File: config.mk
export PLATFORM = sky130hd
export DESIGN_NAME = sram_arbiter
export DESIGN_NICKNAME = d
export VERILOG_FILES = /design/src/rtl/sram_arbiter.sv
export SDC_FILE = /design/constraint.sdc
export NUM_CORES = 1
export LEC_CHECK = 0
export CORE_MARGIN = 3
export CORE_UTILIZATION = 39
export DETAILED_ROUTE_END_ITERATION = 16
export GPL_ROUTABILITY_DRIVEN = 0
export PLACE_DENSITY = 0.79
export SLEW_MARGIN = 20
export SYNTH_ARGS = -nofsm -noshare
export SYNTH_HDL_FRONTEND = slang
export SYNTH_SLANG_ARGS = --single-unit
File: constraint.sdc
create_clock -name i_clk -period 1.9 [get_ports i_clk]
set_input_delay 0.38 -clock i_clk [delete_from_list [all_inputs] [get_ports i_clk]]
set_output_delay 0.38 -clock i_clk [all_outputs]
set_load 0.02 [all_outputs]
File: src/rtl/sram_arbiter.sv
// Two-requester arbiter for the shared 16-bit off-chip SRAM.
// The VGA fetcher has fixed priority. The host is guaranteed a grant after at
// most VGA_BURST_MAX consecutive VGA grants while it waits. Every access takes
// two cycles, and the SRAM strobes are registered from next-state logic.
module sram_arbiter #(
  parameter int ADDR_W        = 20,
  parameter int DATA_W        = 16,
  parameter int VGA_BURST_MAX = 8
) (
  input  logic              i_clk,
  input  logic              i_rst_n,
  input  logic              i_vga_req,
  input  logic [ADDR_W-1:0] i_vga_addr,
  output logic              o_vga_gnt,
  output logic              o_vga_rvalid,
  input  logic              i_host_req,
  input  logic              i_host_we,
  input  logic [ADDR_W-1:0] i_host_addr,
  input  logic [DATA_W-1:0] i_host_wdata,
  input  logic [1:0]        i_host_be,
  output logic              o_host_gnt,
  output logic              o_host_rvalid,
  output logic [DATA_W-1:0] o_rdata,
  output logic [ADDR_W-1:0] o_sram_addr,
  output logic [DATA_W-1:0] o_sram_dq,
  output logic              o_sram_dq_oe,
  input  logic [DATA_W-1:0] i_sram_dq,
  output logic              o_sram_ce_n,
  output logic              o_sram_oe_n,
  output logic              o_sram_we_n,
  output logic              o_sram_lb_n,
  output logic              o_sram_ub_n
);

  localparam int              SW         = $clog2(VGA_BURST_MAX + 1);
  localparam logic [SW-1:0]   STREAK_MAX = SW'(VGA_BURST_MAX);

  typedef enum logic [2:0] {IDLE, RD_A, RD_B, WR_A, WR_B} state_t;

  state_t      state, state_nxt;
  logic [SW-1:0] streak;
  logic        owner_vga;
  logic [1:0]  be_q, be_nxt;
  logic        arb_pt, host_pri, vga_win, host_win;
  logic        ce_nxt, oe_nxt, we_nxt, lb_nxt, ub_nxt, dq_oe_nxt;

  // Winner selection at the arbitration points; requests are ignored in reset
  always_comb begin
    arb_pt   = i_rst_n && (state == IDLE || state == RD_B || state == WR_B);
    host_pri = i_host_req && (streak == STREAK_MAX);
    vga_win  = arb_pt && i_vga_req && !host_pri;
    host_win = arb_pt && i_host_req && !vga_win;
  end

  assign o_vga_gnt  = vga_win;
  assign o_host_gnt = host_win;

  // Next state plus the strobe values that state will present on the pads
  always_comb begin
    state_nxt = state;
    ce_nxt    = 1'b1;
    oe_nxt    = 1'b1;
    we_nxt    = 1'b1;
    lb_nxt    = 1'b1;
    ub_nxt    = 1'b1;
    dq_oe_nxt = 1'b0;
    be_nxt    = host_win ? i_host_be : be_q;
    case (state)
      IDLE, RD_B, WR_B: begin
        if (vga_win)       state_nxt = RD_A;
        else if (host_win) state_nxt = i_host_we ? WR_A : RD_A;
        else               state_nxt = IDLE;
      end
      RD_A:    state_nxt = RD_B;
      WR_A:    state_nxt = WR_B;
      default: state_nxt = IDLE;
    endcase
    case (state_nxt)
      RD_A, RD_B: begin
        ce_nxt = 1'b0;
        oe_nxt = 1'b0;
        lb_nxt = 1'b0;
        ub_nxt = 1'b0;
      end
      WR_A: begin
        ce_nxt    = 1'b0;
        we_nxt    = 1'b0;
        dq_oe_nxt = 1'b1;
        lb_nxt    = ~be_nxt[0];
        ub_nxt    = ~be_nxt[1];
      end
      WR_B: begin
        // we_n released first; address and data stay driven for hold time
        ce_nxt    = 1'b0;
        dq_oe_nxt = 1'b1;
        lb_nxt    = ~be_nxt[0];
        ub_nxt    = ~be_nxt[1];
      end
      default: ;
    endcase
  end

  // State, pad registers, request latches, read capture and starvation counter
  always_ff @(posedge i_clk) begin
    if (!i_rst_n) begin
      state         <= IDLE;
      o_sram_ce_n   <= 1'b1;
      o_sram_oe_n   <= 1'b1;
      o_sram_we_n   <= 1'b1;
      o_sram_lb_n   <= 1'b1;
      o_sram_ub_n   <= 1'b1;
      o_sram_dq_oe  <= 1'b0;
      o_sram_addr   <= '0;
      o_sram_dq     <= '0;
      o_rdata       <= '0;
      o_vga_rvalid  <= 1'b0;
      o_host_rvalid <= 1'b0;
      owner_vga     <= 1'b0;
      be_q          <= 2'b00;
      streak        <= '0;
    end else begin
      state        <= state_nxt;
      o_sram_ce_n  <= ce_nxt;
      o_sram_oe_n  <= oe_nxt;
      o_sram_we_n  <= we_nxt;
      o_sram_lb_n  <= lb_nxt;
      o_sram_ub_n  <= ub_nxt;
      o_sram_dq_oe <= dq_oe_nxt;
      if (vga_win) begin
        o_sram_addr <= i_vga_addr;
        owner_vga   <= 1'b1;
      end else if (host_win) begin
        o_sram_addr <= i_host_addr;
        o_sram_dq   <= i_host_wdata;
        be_q        <= i_host_be;
        owner_vga   <= 1'b0;
      end
      if (state == RD_B) o_rdata <= i_sram_dq;
      o_vga_rvalid  <= (state == RD_B) &&  owner_vga;
      o_host_rvalid <= (state == RD_B) && !owner_vga;
      if (!i_host_req || host_win)           streak <= '0;
      else if (vga_win && streak != STREAK_MAX) streak <= streak + 1'b1;
    end
  end

endmodule

==> metrics.md <==
| Metric | Value |
|---|---|
| Run status | `complete, but fails checks` |
| Failing checks | `setup timing` |
| Ports | `141` |
| Finished layout cell area | `4480 sq um` |
| RSZ-0062 raised after global routing | `yes` |
| DPL Wire Length | `5380 um` |
| Maximum clock path buffer count | `2` |
| Critical path origin | `streak[0]` |
| Fmax achieved | `0.510 GHz` |
| Final WS setup | `-0.0591 ns` |
| Leak | `1.70 nW` |
| Critical setup path kind | `reg -> out` |
| Yosys reg bits | `70` |
| Maximum VDD drop | `0.393 mV` |
| Inst Count DP | `541` |
| Vias in the first global route | `2515` |
| Largest net degree at the start of global routing | `42` |
| Global-route wire length before repair | `11200 um` |
| Cell area after synthesis | `2700 sq um` |
| DRT Wirelength | `7350 um` |
| NumNets Final | `557` |
| Hold Buf Count CTS | `0` |
| Max-cap violations | `0` |
| Vias per inst | `4.85` |
| Routed via count | `2709` |
| Hold Path Origin | `o_sram_dq[1]` |
| Total design power | `0.00347 W` |
| Die Ht | `89.2 um` |
| CP peak stage delay | `0.40 ns` |
| Diodes inserted | `0` |
| Worst Hold Slack | `0.453 ns` |
| Number of port buffers | `140` |
| Initial antenna violation count | `0` |
| Post-Syn Nets | `407` |
| 1st-pass router iterations | `4` |
| Core area | `6530 sq um` |
| Sequential area share after synthesis | `51.9%` |
| Num rows | `29` |
| Tcrit/Tclk final | `103%` |
| Leading area contributor after synthesis | `dfxtp_1` |
| Ratio of cells with drive above 1 in the final layout | `9.98%` |
| Area grow syn2layout | `65.9%` |
| ANT nets after route | `0` |
| CP Launch Type | `flop` |
| Actual slew at the worst max-slew pin | `0.536 ns` |
| PwrDens | `774 nW/um^2` |
| Setup TNS | `-0.0591 ns` |
| Die ar. | `7960 sq um` |
| Remaining Overflow, GRT | `0` |
| Final slew viol count | `0` |
| Total Routing Usage GR | `18.2%` |
| Crit path max fanout | `2` |
| Final setup viols | `1` |
| Max-slew headroom | `64.2%` |
| Worst-Skew Late Latency | `0.33 ns` |
| Mapped Cells | `326` |
| DR DRC count | `0` |
| Worst-path clk slew | `0.08 ns` |
| Syn avg cell area | `8.28 sq um` |
| Placed inst area | `4260 sq um` |
| CTS H-tree depth | `3` |
| HP Class | `reg -> reg` |
| Ys Warns | `0` |
| CTS Buf Count | `9` |
| Reg2reg start | `streak[0]` |
| CP Cell Sequence | `inv_2, ha_4, nand3b_4, a2111oi_4, buf_4` |
| Synth cell types | `36` |
| Share of the synthesized area in the top cell type | `51.9%` |
| Endpoint type of the worst setup path | `output pin` |
| Root buf cell | `clkbuf_8` |
| Critical path data arrival time | `1.58 ns` |
| DR iter-0 viols | `86` |
| Req. time, crit path | `1.52 ns` |
| Routed len/inst | `13.2 um` |
| Endpoints failing hold | `0` |
| Starting Density | `41.3%` |
| CP max stage cell | `a2111oi_4` |
| Die extent in x | `89.2 um` |
| Ranking of synthesized cells by area | `dfxtp_1 52%, nand2_1 16%, o21ai_0 6.7%` |
| Clk_skew | `0.0111 ns` |
| CTS Sinks | `70` |
| Final Non-Filler Cells | `558` |
| CTS tree | `built` |
| Crit path time final | `1.96 ns` |
-- critical path: cells and delay by family, from the launching register on --
kind                       cells  cell delay (ns)
AOI/OAI and AO/OA              1             0.40
DFF                            1             0.32
buffers and inverters          2             0.29
adders and majority gates      1             0.15
and+or+nand+nor                1             0.10
-- what timing repair did --
item	CTS	global route
buffers inserted	1	0
resized for setup	15	0
setup endpoints to repair	7	4
pin swaps	2	1
-- worst paths after layout --
path / endpoint / cells past startpoint / slack, ns
setup / recovery: o_host_gnt / 5 / -0.06
hold / removal: o_sram_dq[1] / 2 / 0.45
setup reg to reg: o_sram_lb_n / 7 / 0.07
hold reg to reg: o_sram_dq[1] / 2 / 0.45
-- state kept, by name, indices dropped and copies added (netlist names), 2 cells and up --
register     flops
o_sram_addr     20
streak           4
o_rdata         16
be_q             2
o_sram_dq       16
state            3
-- area by class of cell --
type / instances / area [sq um]
inverters: 5 / 18.8
repair buffers: 161 / 1560
clock buffers: 12 / 155
clock inverters: 4 / 53.8
flip-flops and latches: 70 / 1400
fillers: 540 / 2050
well taps: 77 / 96.3
multi-input cells: 229 / 1200
-- per-layer routing --
| metal | wire length, um | part of all wire [%] | global-route usage, % |
|---|---|---|---|
| met1 | 3040 | 41 | 20.5 |
| met2 | 3370 | 46 | 29.5 |
| met3 | 808 | 11 | 7.83 |
| met4 | 134 | 1.8 | 8.66 |
| met5 | 0 | 0 | 0 |
-- logic make-up (layout without fill, tap and decap cells) --
logic type / count (synthesis) / in the layout / share of synthesized area, %
xor gates and xnor gates: 2 / 2 / 0.649
muxes: 1 / 1 / 0.371
DFF: 70 / 70 / 51.9
adders and majority gates: 2 / 2 / 0.927
AOI/OAI and AO/OA: 84 / 84 / 19.5
and+or+nand+nor: 140 / 140 / 22.2
buffers and inverters: 27 / 182 / 4.49
-- stage by stage --
| stage | utilization (%) | setup slack, ns |
|---|---|---|
| after floorplan | - | 0.123 |
| after global placement | 65.2 | -0.428 |
| final | 68.6 | -0.0591 |
| after CTS | 68.6 | -0.0849 |
| after detailed placement | 65.2 | -0.458 |
| after global routing | 68.6 | -0.126 |
-- placed cells by master (no fill, tap or decap), types with 3 or more instances in the layout --
cell type,count
o21ai_0,36
clkbuf_8,11
o21ai_1,3
and3_1,3
nor2_1,7
buf_4,21
dfxtp_1,69
inv_2,3
a21boi_0,16
nand4_1,4
clkdlybuf4s50_1,136
nor2b_1,3
nand2_1,113
a31oi_1,20
-- cell usage after synthesis --
master       n
ha_1         2
nand4_1      4
o21ai_1      3
inv_1        4
nand2_2      1
a21boi_0    16
clkbuf_1    13
nor2b_1      3
a31oi_1     20
o211ai_1     1
xor2_1       1
or3b_1       1
nand2b_1     1
buf_6        1
nor3_2       1
and2_1       2
o221ai_1     2
o21a_1       1
dfxtp_1     70
buf_4        1
mux2i_1      1
a211o_1      1
a21oi_1      2
xnor2_1      1
nand4b_1     1
a21boi_1     1
o21ai_0     36
buf_2        7
nand2_1    113
and2b_1      1
nand3b_4     1
a2111oi_4    1
nand3_1      1
nor2_1       7
inv_2        1
and3_1       3
-- power by group --
group | leakage [nW] | switching, W | internal, W
sequential | 0.573 | 0.0000381 | 0.00155
combinational | 1.02 | 0.000298 | 0.000354
clock | 0.0992 | 0.000544 | 0.000683
total | 1.70 | 0.000879 | 0.00259
No activity file was read; power rests on OpenSTA's default activity.
